<file path="config.mk">
export PLATFORM = sky130hd
export DESIGN_NAME = axis_gmii_tx
export DESIGN_NICKNAME = d
export VERILOG_FILES = /design/src/rtl/axis_gmii_tx.sv
export SDC_FILE = /design/constraint.sdc
export NUM_CORES = 1
export LEC_CHECK = 0
export BUFFER_PORTS_ARGS = -buffer_cell sky130_fd_sc_hd__buf_2
export CELL_PAD_IN_SITES_DETAIL_PLACEMENT = 0
export CELL_PAD_IN_SITES_GLOBAL_PLACEMENT = 1
export CORE_UTILIZATION = 40
export DETAILED_ROUTE_END_ITERATION = 10
export PLACE_DENSITY = 0.73
export SLEW_MARGIN = 15
export SYNTH_ARGS = -nofsm -noshare
export SYNTH_HDL_FRONTEND = slang
export SYNTH_SLANG_ARGS = --single-unit
</file>
<file path="constraint.sdc">
create_clock -name clk -period 3.6 [get_ports clk]
set_input_delay 0.54 -clock clk [delete_from_list [all_inputs] [get_ports clk]]
set_output_delay 0.54 -clock clk [all_outputs]
set_load 0.01 [all_outputs]
</file>
<file path="src/rtl/axis_gmii_tx.sv">
// AXI-Stream to 8-bit GMII transmitter: adds preamble/SFD, zero padding, CRC-32 FCS and IFG.
// Source starvation mid-payload terminates the frame with tx_er and discards the rest of it.
module axis_gmii_tx #(
    parameter int DATA_W         = 8,
    parameter bit ENABLE_PADDING = 1'b1,
    parameter int MIN_FRAME_LEN  = 64,
    parameter int IFG_CYCLES     = 12
) (
    input  logic              clk,
    input  logic              rst_n,
    input  logic [DATA_W-1:0] s_axis_tdata,
    input  logic              s_axis_tvalid,
    output logic              s_axis_tready,
    input  logic              s_axis_tlast,
    input  logic              s_axis_tuser,
    output logic [DATA_W-1:0] gmii_txd,
    output logic              gmii_tx_en,
    output logic              gmii_tx_er,
    output logic              start_packet,
    output logic              er_underflow
);

    typedef enum logic [2:0] {
        ST_IDLE,
        ST_PREAMBLE,
        ST_PAYLOAD,
        ST_PAD,
        ST_FCS,
        ST_IFG,
        ST_DROP
    } state_t;

    localparam logic [15:0] PAD_LEN  = 16'(MIN_FRAME_LEN - 4);
    localparam logic [15:0] IFG_LAST = 16'(IFG_CYCLES - 1);

    state_t            state_q;
    logic [31:0]       crc_q;
    logic [31:0]       crc_d;
    logic [15:0]       cnt_q;
    logic [15:0]       cnt_d;
    logic [15:0]       step_q;
    logic [7:0]        crc_in;
    logic [DATA_W-1:0] txd_q;
    logic              tx_en_q;
    logic              tx_er_q;
    logic              tready_q;
    logic              start_q;
    logic              uf_q;

    // Reflected CRC-32 (poly 0x04C11DB7 -> 0xEDB88320), one byte per call, LSB first.
    function automatic logic [31:0] crc32_byte(input logic [31:0] crc, input logic [7:0] data);
        logic [31:0] c;
        c = crc ^ {24'h000000, data};
        for (int unsigned i = 0; i < 8; i++) begin
            c = c[0] ? ((c >> 1) ^ 32'hEDB88320) : (c >> 1);
        end
        return c;
    endfunction

    always_comb begin
        crc_in = (state_q == ST_PAD) ? 8'h00 : s_axis_tdata[7:0];
        crc_d  = crc32_byte(crc_q, crc_in);
        cnt_d  = (cnt_q == '1) ? cnt_q : cnt_q + 16'd1;
    end

    always_ff @(posedge clk or negedge rst_n) begin
        if (!rst_n) begin
            state_q  <= ST_IDLE;
            crc_q    <= '1;
            cnt_q    <= '0;
            step_q   <= '0;
            txd_q    <= '0;
            tx_en_q  <= 1'b0;
            tx_er_q  <= 1'b0;
            tready_q <= 1'b0;
            start_q  <= 1'b0;
            uf_q     <= 1'b0;
        end else begin
            start_q <= 1'b0;
            uf_q    <= 1'b0;
            tx_er_q <= 1'b0;
            case (state_q)
                ST_IDLE: begin
                    txd_q    <= '0;
                    tx_en_q  <= 1'b0;
                    tready_q <= 1'b0;
                    crc_q    <= '1;
                    cnt_q    <= '0;
                    step_q   <= '0;
                    if (s_axis_tvalid) begin
                        state_q <= ST_PREAMBLE;
                    end
                end
                ST_PREAMBLE: begin
                    tx_en_q <= 1'b1;
                    start_q <= (step_q == 16'd0);
                    if (step_q == 16'd7) begin
                        // tready rises with the SFD so the first beat lands right behind it
                        txd_q    <= 8'hD5;
                        tready_q <= 1'b1;
                        step_q   <= '0;
                        state_q  <= ST_PAYLOAD;
                    end else begin
                        txd_q  <= 8'h55;
                        step_q <= step_q + 16'd1;
                    end
                end
                ST_PAYLOAD: begin
                    tx_en_q <= 1'b1;
                    if (s_axis_tvalid) begin
                        txd_q   <= s_axis_tdata;
                        tx_er_q <= s_axis_tlast & s_axis_tuser;
                        crc_q   <= crc_d;
                        cnt_q   <= cnt_d;
                        if (s_axis_tlast) begin
                            tready_q <= 1'b0;
                            step_q   <= '0;
                            state_q  <= (ENABLE_PADDING && (cnt_d < PAD_LEN)) ? ST_PAD : ST_FCS;
                        end
                    end else begin
                        txd_q   <= '0;
                        tx_er_q <= 1'b1;
                        uf_q    <= 1'b1;
                        state_q <= ST_DROP;
                    end
                end
                ST_PAD: begin
                    txd_q   <= '0;
                    tx_en_q <= 1'b1;
                    crc_q   <= crc_d;
                    cnt_q   <= cnt_d;
                    if (cnt_d >= PAD_LEN) begin
                        step_q  <= '0;
                        state_q <= ST_FCS;
                    end
                end
                ST_FCS: begin
                    tx_en_q <= 1'b1;
                    txd_q   <= ~crc_q[{step_q[1:0], 3'b000} +: 8];
                    if (step_q == 16'd3) begin
                        step_q  <= '0;
                        state_q <= ST_IFG;
                    end else begin
                        step_q <= step_q + 16'd1;
                    end
                end
                ST_IFG: begin
                    txd_q   <= '0;
                    tx_en_q <= 1'b0;
                    if (step_q == IFG_LAST) begin
                        step_q  <= '0;
                        state_q <= ST_IDLE;
                    end else begin
                        step_q <= step_q + 16'd1;
                    end
                end
                ST_DROP: begin
                    txd_q   <= '0;
                    tx_en_q <= 1'b0;
                    if (s_axis_tvalid && s_axis_tlast) begin
                        tready_q <= 1'b0;
                        step_q   <= '0;
                        state_q  <= ST_IFG;
                    end
                end
                default: begin
                    state_q <= ST_IDLE;
                end
            endcase
        end
    end

    assign gmii_txd      = txd_q;
    assign gmii_tx_en    = tx_en_q;
    assign gmii_tx_er    = tx_er_q;
    assign s_axis_tready = tready_q;
    assign start_packet  = start_q;
    assign er_underflow  = uf_q;

endmodule

</file>
==> results of run 1 <==
==> kinds of logic (layout without fill, tap and decap cells) <==
kind of cell | after synthesis | after routing | share of synthesized area
compound gates | 148 | 148 | 0.194
xor+xnor | 70 | 70 | 0.120
fa+ha+maj | 3 | 3 | 0.00713
buf+inv | 48 | 69 | 0.0477
flops | 80 | 80 | 0.388
mux | 12 | 12 | 0.0423
simple gates | 216 | 216 | 0.201
==> state kept, by name, summed over array words and instances (netlist names) <==
register and flops:
gmii_tx_en 1, cnt_q 16, gmii_txd 8, step_q 16
s_axis_tready 1, er_underflow 1, start_packet 1, state_q 3
crc_q 32, gmii_tx_er 1
==> through the flow <==
| stage | utilization | instance area, µm² | hold slack [ns] | std cells | worst slack, ns |
|---|---|---|---|---|---|
| floorplan | - | 5270 | 0.244 | 577 | 0.917 |
| global placement | 0.436 | 5550 | 0.467 | 754 | 0.651 |
| detailed placement | 0.436 | 5550 | 0.469 | 754 | 0.571 |
| CTS | 0.459 | 5840 | 0.418 | 770 | 0.555 |
| global route | 0.459 | 5840 | 0.472 | 770 | 0.374 |
| finish | 0.459 | 5840 | 0.374 | 770 | 0.603 |
==> power breakdown <==
part | leakage [nW] | internal (mW) | switching (mW)
combinational | 1.14 | 0.126 | 0.164
sequential | 0.953 | 0.925 | 0.0136
clock | 0.148 | 0.545 | 0.360
==> final cells by class <==
cell class / instances / area [µm²]
well taps: 172 / 215
flip-flops and latches: 80 / 2040
multi-input cells: 449 / 2990
clock inverters: 2 / 10.0
inverters: 11 / 41.3
clock buffers: 14 / 285
repair buffers: 42 / 255
fillers: 1235 / 6880
==> routing by layer <==
layer,vias to the layer above,share of wire,GRT usage
li1,2097,-,-
met1,2081,0.49,0.291
met2,87,0.46,0.315
met3,13,0.037,0.0317
met4,0,0.012,0.0641
met5,-,0,0
==> cell usage in the layout, fill, tap and decap left out, types with 10 or more instances in the layout <==
cell and n:
buf_4 18, xnor2_1 41, dfstp_2 32, o21ai_0 25
nor2_1 57, a31oi_1 10, buf_2 24, nor4_1 10
nor3_1 15, nand2b_1 15, clkbuf_16 10, nand3_1 15
xor2_1 27, a21oi_1 47, nand2_1 63, and3_1 11
dfrtp_1 48, inv_1 11
==> how the worst max path moves through the flow <==
stage | cells after the start | startpoint | end
2_1_floorplan | 8 | cnt_q[3] | step_q[14]
3_3_place_gp | 7 | cnt_q[2] | step_q[12]
3_5_place_dp | 7 | cnt_q[3] | step_q[12]
4_1_cts | 7 | cnt_q[3] | step_q[12]
5_1_grt | 7 | cnt_q[9] | step_q[12]
6_report | 7 | cnt_q[3] | step_q[7]
==> run_results.csv, run 1 <==
group,metric,value,unit
clock_network,cell_at_the_root_of_the_clock_tree,"clkbuf_16",
logic_synthesis,top_cell_types_by_occurrence_after_synthesis,"nand2_1, nor2_1, dfrtp_1",
die,floorplan.die_area,0.0136,mm²
setup_path,critical_path_class,"register to register",
placement,gp_congestion,0.862,
global_routing,vias_in_the_first_global_route,4031,
setup_path,worstRegToRegCells,7,
setup_path,crit_top_cell,"or4b_4",
sta,period_needed,3.00,ns
power,design_power_total,2.13,mW
die,initial_utilization,0.414,
clock_network,clock_path_buffers,2,
logic_synthesis,synthesis.instances,577,
die,number_of_core_rows,41,
setup_path,crit_required,3.85,ns
logic_synthesis,number_of_nets_in_the_synthesized_netlist,593,
setup_path,worst_ep_arrival_time,3.25,ns
setup_path,r2r_setup_slack,0.60,ns
logic_synthesis,synthDominantCellAreaShare,0.228,
global_routing,grt_use_total,0.204,
logic_synthesis,postSynthRegisterBits,80,
setup_path,crit_fanout,10,
setup_path,path_buf_inv,0,
route,via_per_inst,5.56,
sta,measured_slew_at_the_worst_slew_check_pin,1.01,ns
setup_path,worst_path_max_delay_cell,"or4b_4",
clock_network,cts_sinks,80,
logic_synthesis,library_cells_used_by_synthesis,70,
die,io-pin-count,26,
setup_path,max_stage_delay,0.64,ns
route,drt-total-wl,13000,µm
clock_network,cts_repair_resize_count,0,
power,power_density,365,mW/mm²
min_path,path_class_of_the_lowest_slack_min_delay_path,"input port to async pin",
layout,layout-drive-gt1-share,0.201,
layout,insertedDiodeCount,0,
route,route.vias.total,4278,
clock_network,cts_tree,"done",
sta,slew_headroom,0.325,
placement,placement.io_buffers,25,
logic_synthesis,synth.cell_area,0.00527,mm²
logic_synthesis,postSynth.asyncResetShare,1.00,
placement,detailedPlacementHpwl,8940,µm
power,vdd_drop_max,0.227,mV
die,core_region_area,0.0127,mm²
route,drt_pre_antenna_iters,5,
global_routing,grt_pass1_wl,21200,µm
clock_network,clock_latency,0.34,ns
power,leakagePower,2.24,nW
logic_synthesis,postSynth.topFlopCell,"dfrtp_1",
logic_synthesis,syn_avg_cell_area,9.13,µm²
setup_path,crit_chain,"nand4_4, or4b_4, a2111oi_2, o211ai_1, or4b_4, a31o_4, o21ai_1",
logic_synthesis,synth_seq_area_share,0.388,
logic_synthesis,number_of_enable_flip_flop_cells_after_synthesis,0,
sta,final_max_slew_viol_count,0,
logic_synthesis,post-synth-top-count-cell,"nand2_1",
route,avgRoutedWirePerCell,16.8,µm
sta,grt_setup_unrepaired,"false",
sta,report.final.hold_viol_count,0,
setup_path,crit_path_end_kind,"register",
die,die_width,117,µm
logic_synthesis,yosys.area.top_type,"dfrtp_1",
route,remaining_drc_errors,0,
sta,final_setup_violation_count,0,
setup_path,rr_startpoint,"cnt_q[3]",
global_routing,grt_start_max_net_pins,81,
run,max-cap-violations,0,
sta,fin_skew,0.00778,ns
sta,layout_worst_path_cycle_share,0.833,
sta,fmax,0.334,GHz
layout,layout-area-overhead-vs-synth,10.9,%
clock_network,cts_hold_buf,0,
die,die_h,117,µm
route,antenna_left,0,
global_routing,number_of_antenna_violations_at_the_first_check_in_global_routing,0,
clock_network,cts_buffers,9,
clock_network,cts_setup_buffers,0,
sta,finalSetupTns,0,ns
global_routing,global_route_congestion_overflow_total,0,
setup_path,cpLargestDelayFamily,"simple AND/OR/NAND/NOR gates",
logic_synthesis,ranking_of_synthesized_cells_by_area,"dfrtp_1, dfstp_2, xnor2_1",
run_status,run_status,"complete, no violations",
setup_path,worstSetupStartpointType,"register",
layout,nets,609,
setup_path,r2r_end,"step_q[7]",
clock_network,cts_htree_levels,3,
logic_synthesis,yosys_warnings,0,
clock_network,clk_slew_on_worst_s_h_paths,0.06,ns
route,drt_initial_violations,344,
Power figures use the tool's default switching activity.
==> run 2: changes to the inputs <==
- PLACE_DENSITY: 0.73 -> 0.75
- clock period: 3.6 -> 2.57 ns (I/O delays scaled with it)
==> run 2 against run 1 <==
Against the previous run:
- the run now ends with setup timing left
- setup slack worse by 0.68 ns
- register-to-register slack worse by 0.68 ns
- largest cell class unchanged
- sequential cell count stayed put
==> run_results.csv, run 2 (synthesized netlist as in run 1, its figures left out) <==
group,metric,value,unit
run_status,run_status,"complete, but fails checks",
run_status,violations,"setup timing",
sta,final_setup_violation_count,18,
setup_path,worst_ep_arrival_time,2.91,ns
sta,fmax,0.378,GHz
placement,post_dp_cell_area,0.00588,mm²
global_routing,global_route_congestion_overflow_total,0,
global_routing,number_of_antenna_violations_at_the_first_check_in_global_routing,0,
die,number_of_core_rows,41,
placement,pre_cts_ws,-0.0992,ns
placement,detailedPlacementHpwl,9320,µm
power,vdd_drop_max,0.331,mV
layout,layout.core_utilization,0.492,
layout,registers.top_by_ff_count,"crc_q",
layout,finalInstanceArea,0.00626,mm²
route,avgRoutedWirePerCell,16.1,µm
route,antenna_left,0,
global_routing,grt_pass1_wl,21600,µm
power,leakagePower,2.49,nW
power,power_density,491,mW/mm²
sta,final_max_slew_viol_count,0,
die,die_width,117,µm
die,floorplan.die_area,0.0136,mm²
layout,layout-drive-gt1-share,0.266,
sta,timing.final.ws_setup,-0.0751,ns
clock_network,cts_htree_levels,3,
setup_path,crit_path_end_kind,"register",
die,io-pin-count,26,
clock_network,cts_hold_buf,0,
clock_network,cts_sinks,80,
layout,number_of_flip_flops_in_the_largest_register,32,
route,route.vias.total,4474,
global_routing,vias_in_the_first_global_route,4249,
layout,insertedDiodeCount,0,
sta,measured_slew_at_the_worst_slew_check_pin,0.761,ns
sta,report.final.hold_viol_count,0,
clock_network,clock_path_buffers,2,
layout,layout.cells.most_common,"nand2_1",
setup_path,critical_path_class,"register to register",
placement,placement.io_buffers,25,
route,drt-total-wl,13100,µm
layout,layout-area-overhead-vs-synth,18.8,%
min_path,path_class_of_the_lowest_slack_min_delay_path,"input port to async pin",
power,design_power_total,3.07,mW
global_routing,grt_use_total,0.208,
clock_network,cell_at_the_root_of_the_clock_tree,"clkbuf_16",
route,remaining_drc_errors,0,
clock_network,cts_tree,"done",
layout,final_cell_mix,"nand2_1, buf_4, nor2_1",
setup_path,worstSetupStartpointType,"register",
placement,gp_congestion,0.866,
sta,fin_skew,0.00550,ns
route,via_per_inst,5.50,
clock_network,clock_latency,0.35,ns
sta,period_needed,2.65,ns
sta,finalSetupTns,-0.808,ns
die,core_region_area,0.0127,mm²
die,initial_utilization,0.414,
run,max-cap-violations,0,
route,drt_pre_antenna_iters,4,
setup_path,crit_fanout,9,
global_routing,grt_start_max_net_pins,59,
clock_network,cts_buffers,9,
sta,grt_setup_unrepaired,"true",
clock_network,clk_slew_on_worst_s_h_paths,0.06,ns
sta,layout_worst_path_cycle_share,1.03,
setup_path,crit_required,2.84,ns
layout,nets,653,
sta,slew_headroom,0.493,
die,die_h,117,µm
layout,reg_top3,"crc_q x32, cnt_q x16, step_q x16",
route,drt_initial_violations,335,
==> run 2: cell types whose count changed in the layout (fill, tap and decap cells not counted), moves of 2 or more <==
cell / previous run / this run
xnor2_1: 41 / 38
buf_4: 18 / 62
o21ai_2: 0 / 2
xnor2_2: 1 / 3
clkinv_2: 2 / 0
xor2_2: 0 / 2
xor2_1: 27 / 25
==> run 2: worst max-delay path: stages, from the launching register on <==
cell	delay [ns]
dfrtp_1	0.39
nand4_4	0.14
or4b_4	0.55
a2111oi_4	0.32
o211ai_1	0.12
or4b_4	0.55
a31o_4	0.33
o211ai_2	0.16
==> run 2: report_power, final <==
| part | switching, mW | internal, mW | leakage (nW) |
|---|---|---|---|
| combinational | 0.234 | 0.207 | 1.38 |
| sequential | 0.0184 | 1.30 | 0.953 |
| clock | 0.518 | 0.801 | 0.151 |
| total | 0.770 | 2.30 | 2.49 |
==> run 2: area by class of cell <==
type	instances	area (µm²)
Clock buffer	15	300
Clock inverter	1	6.26
Fill cell	1203	6460
Inverter	11	41.3
Multi-Input combinational cell	449	3070
Sequential cell	80	2040
Tap cell	172	215
Timing Repair Buffer	86	586
==> run 2: what timing repair did <==
item,in CTS,in global routing
setup endpoints to repair,18,22
resized for setup,3,7
hold endpoints to repair,0,0
buffers inserted,0,1
pin swaps,9,2
==> run 2: layer usage <==
metal | GRT usage | vias to the layer above | share of wire | wire, µm
met5 | 0 | - | 0 | 0
met3 | 0.0389 | 11 | 0.044 | 581
met2 | 0.318 | 100 | 0.45 | 5910
li1 | - | 2193 | - | -
met1 | 0.295 | 2170 | 0.49 | 6460
met4 | 0.0667 | 0 | 0.012 | 161
==> run 2: final timing paths <==
| check | from | endpoint | slack (ns) | cells after the start |
|---|---|---|---|---|
| min in group clk | s_axis_tuser | gmii_tx_er | 0.29 | 3 |
| worst min-delay path | rst_n | er_underflow | 0.11 | 1 |
| worst min register to register | gmii_txd[3] | gmii_txd[3] | 0.49 | 2 |
| max in group asynchronous | rst_n | crc_q[15] | 1.69 | 2 |
| worst max-delay path | cnt_q[4] | step_q[14] | -0.08 | 7 |
| worst max register to register | cnt_q[4] | step_q[14] | -0.08 | 7 |
==> run 2: metrics by stage <==
stage,hold slack (ns),std cells
final,0.113,814
after floorplan,0.0899,577
after global placement,0.462,797
after global routing,0.174,814
after CTS,0.139,813
after detailed placement,0.474,797
==> run 3: changes to the inputs <==
- PLACE_DENSITY: 0.75 -> 0.73
- clock period: 2.57 -> 3.1 ns (I/O delays scaled with it)
==> run 3 against run 2 <==
Against the previous run:
- the flow now finishes without violations
- largest cell class unchanged
- global-route usage decreased by 0.14 points
- setup slack improved by 0.27 ns
- highest routed layer unchanged
- clock skew increased by 0.0015 ns
==> run_results.csv, run 3 (synthesized netlist as in run 1, its figures left out) <==
group,metric,value,unit
global_routing,grt_start_max_net_pins,81,
clock_network,cts_hold_buf,0,
min_path,path_class_of_the_lowest_slack_min_delay_path,"input port to async pin",
setup_path,crit_required,3.37,ns
global_routing,global_route_congestion_overflow_total,0,
die,core_region_area,0.0127,mm²
global_routing,number_of_antenna_violations_at_the_first_check_in_global_routing,0,
run_status,run_status,"complete, no violations",
die,die_width,117,µm
power,share_seq_of_total_power,0.428,
sta,timing.final.ws_setup,0.195,ns
layout,layout-area-overhead-vs-synth,12.3,%
power,power.share.combinational,0.134,
route,drt_initial_violations,346,
sta,final_setup_violation_count,0,
sta,period_needed,2.91,ns
sta,fmax,0.344,GHz
layout,finalInstanceArea,0.00592,mm²
layout,number_of_standard_cells_in_the_layout_taps_in_and_fillers_out,778,
layout,reg_top3,"crc_q x32, cnt_q x16, step_q x16",
global_routing,grt_pass1_wl,21400,µm
power,p_sw,0.645,mW
placement,pre_cts_ws,0.202,ns
route,via_per_inst,5.59,
power,design_power_total,2.54,mW
sta,finalSetupTns,0,ns
die,initial_utilization,0.414,
route,antenna_left,0,
route,remaining_drc_errors,0,
sta,fin_skew,0.00703,ns
clock_network,cell_at_the_root_of_the_clock_tree,"clkbuf_16",
die,number_of_core_rows,41,
power,leakagePower,2.28,nW
sta,measured_slew_at_the_worst_slew_check_pin,1.05,ns
power,power.clock.fraction,0.438,
sta,final_max_slew_viol_count,0,
power,vdd_drop_max,0.210,mV
sta,report.final.hold_viol_count,0,
global_routing,grt_use_total,0.206,
die,floorplan.die_area,0.0136,mm²
placement,post_dp_cell_area,0.00561,mm²
route,drt-total-wl,13000,µm
sta,grt_setup_unrepaired,"false",
layout,layout-drive-gt1-share,0.211,
placement,placement.io_buffers,25,
clock_network,cts_htree_levels,3,
clock_network,cts_tree,"done",
placement,detailedPlacementHpwl,8980,µm
clock_network,clk_slew_on_worst_s_h_paths,0.06,ns
placement,dp_cells,762,
die,io-pin-count,26,
clock_network,cts_buffers,9,
route,route.vias.total,4351,
sta,slew_headroom,0.303,
placement,gp_congestion,0.883,
setup_path,crit_path_end_kind,"register",
layout,insertedDiodeCount,0,
layout,registers.top_by_ff_count,"crc_q",
global_routing,vias_in_the_first_global_route,4018,
route,avgRoutedWirePerCell,16.7,µm
setup_path,critical_path_class,"register to register",
setup_path,crit_fanout,10,
setup_path,worstSetupStartpointType,"register",
power,power_density,430,mW/mm²
layout,layout.cells.most_common,"nand2_1",
clock_network,clock_path_buffers,2,
sta,layout_worst_path_cycle_share,0.937,
layout,number_of_flip_flops_in_the_largest_register,32,
layout,final_cell_mix,"nand2_1, nor2_1, dfrtp_1",
power,power.internal,1.90,mW
clock_network,cts_sinks,80,
clock_network,clock_latency,0.35,ns
die,die_h,117,µm
route,drt_pre_antenna_iters,5,
layout,nets,617,
power,sw_frac_of_total,0.254,
clock_network,cts_repair_resize_count,0,
clock_network,cts_setup_buffers,0,
setup_path,worst_ep_arrival_time,3.18,ns
run,max-cap-violations,0,
run 3: cell types whose count changed in the layout (fill, tap and decap cells not counted), moves of 2 or more:
cell,before,now
xor2_1,25,27
xnor2_2,3,1
o21ai_2,2,0
buf_4,62,26
xnor2_1,38,41
xor2_2,2,0
run 3: path summary, 6_finish.rpt:
kind / from / slack, ns / endpoint / cells past startpoint
min: rst_n / 0.30 / step_q[6] / 1
min reg2reg: gmii_txd[3] / 0.48 / gmii_txd[3] / 2
max: cnt_q[4] / 0.19 / step_q[14] / 7
min in group clk: s_axis_tuser / 0.38 / gmii_tx_er / 3
max reg2reg: cnt_q[4] / 0.19 / step_q[14] / 7
max in group asynchronous: rst_n / 2.13 / cnt_q[11] / 1
run 3: power by group through the flow:
| stage | clock network, mW | registers [mW] | logic, mW |
|---|---|---|---|
| 6_report | 1.11 | 1.09 | 0.340 |
| 5_1_grt | 1.18 | 1.09 | 0.371 |
| 4_1_cts | 1.14 | 1.09 | 0.342 |
| 3_5_place_dp | 0 | 1.11 | 0.339 |
| 3_3_place_gp | 0 | 1.11 | 0.338 |
| 2_1_floorplan | 0 | 1.10 | 0.243 |
run 3: per-layer routing:
metal / vias up / global-route usage / share of wire
li1: 2114 / - / -
met4: 0 / 0.0861 / 0.017
met1: 2141 / 0.300 / 0.51
met2: 81 / 0.305 / 0.44
met3: 15 / 0.0291 / 0.031
met5: - / 0 / 0
run 3: cell type report:
| class | instances | area, µm² |
|---|---|---|
| timing repair buffer | 50 | 315 |
| clock inverter | 4 | 50.0 |
| sequential | 80 | 2040 |
| fill | 1250 | 6810 |
| tap | 172 | 215 |
| clock buffer | 12 | 258 |
| multi-input combinational | 449 | 2990 |
| inverter | 11 | 41.3 |
run 3: worst max-delay path, cell delays in order (launching register included):
cell,delay [ns]
dfrtp_1,0.46
nand4_4,0.21
or4b_4,0.56
a2111oi_2,0.31
o211ai_1,0.14
or4b_4,0.62
a31o_4,0.33
o211ai_2,0.18
run 3: through the flow:
stage | utilization | hold WS [ns]
3_3_place_gp | 0.441 | 0.463
3_5_place_dp | 0.441 | 0.469
4_1_cts | 0.465 | 0.342
5_1_grt | 0.465 | 0.381
2_1_floorplan | - | 0.169
6_report | 0.465 | 0.299
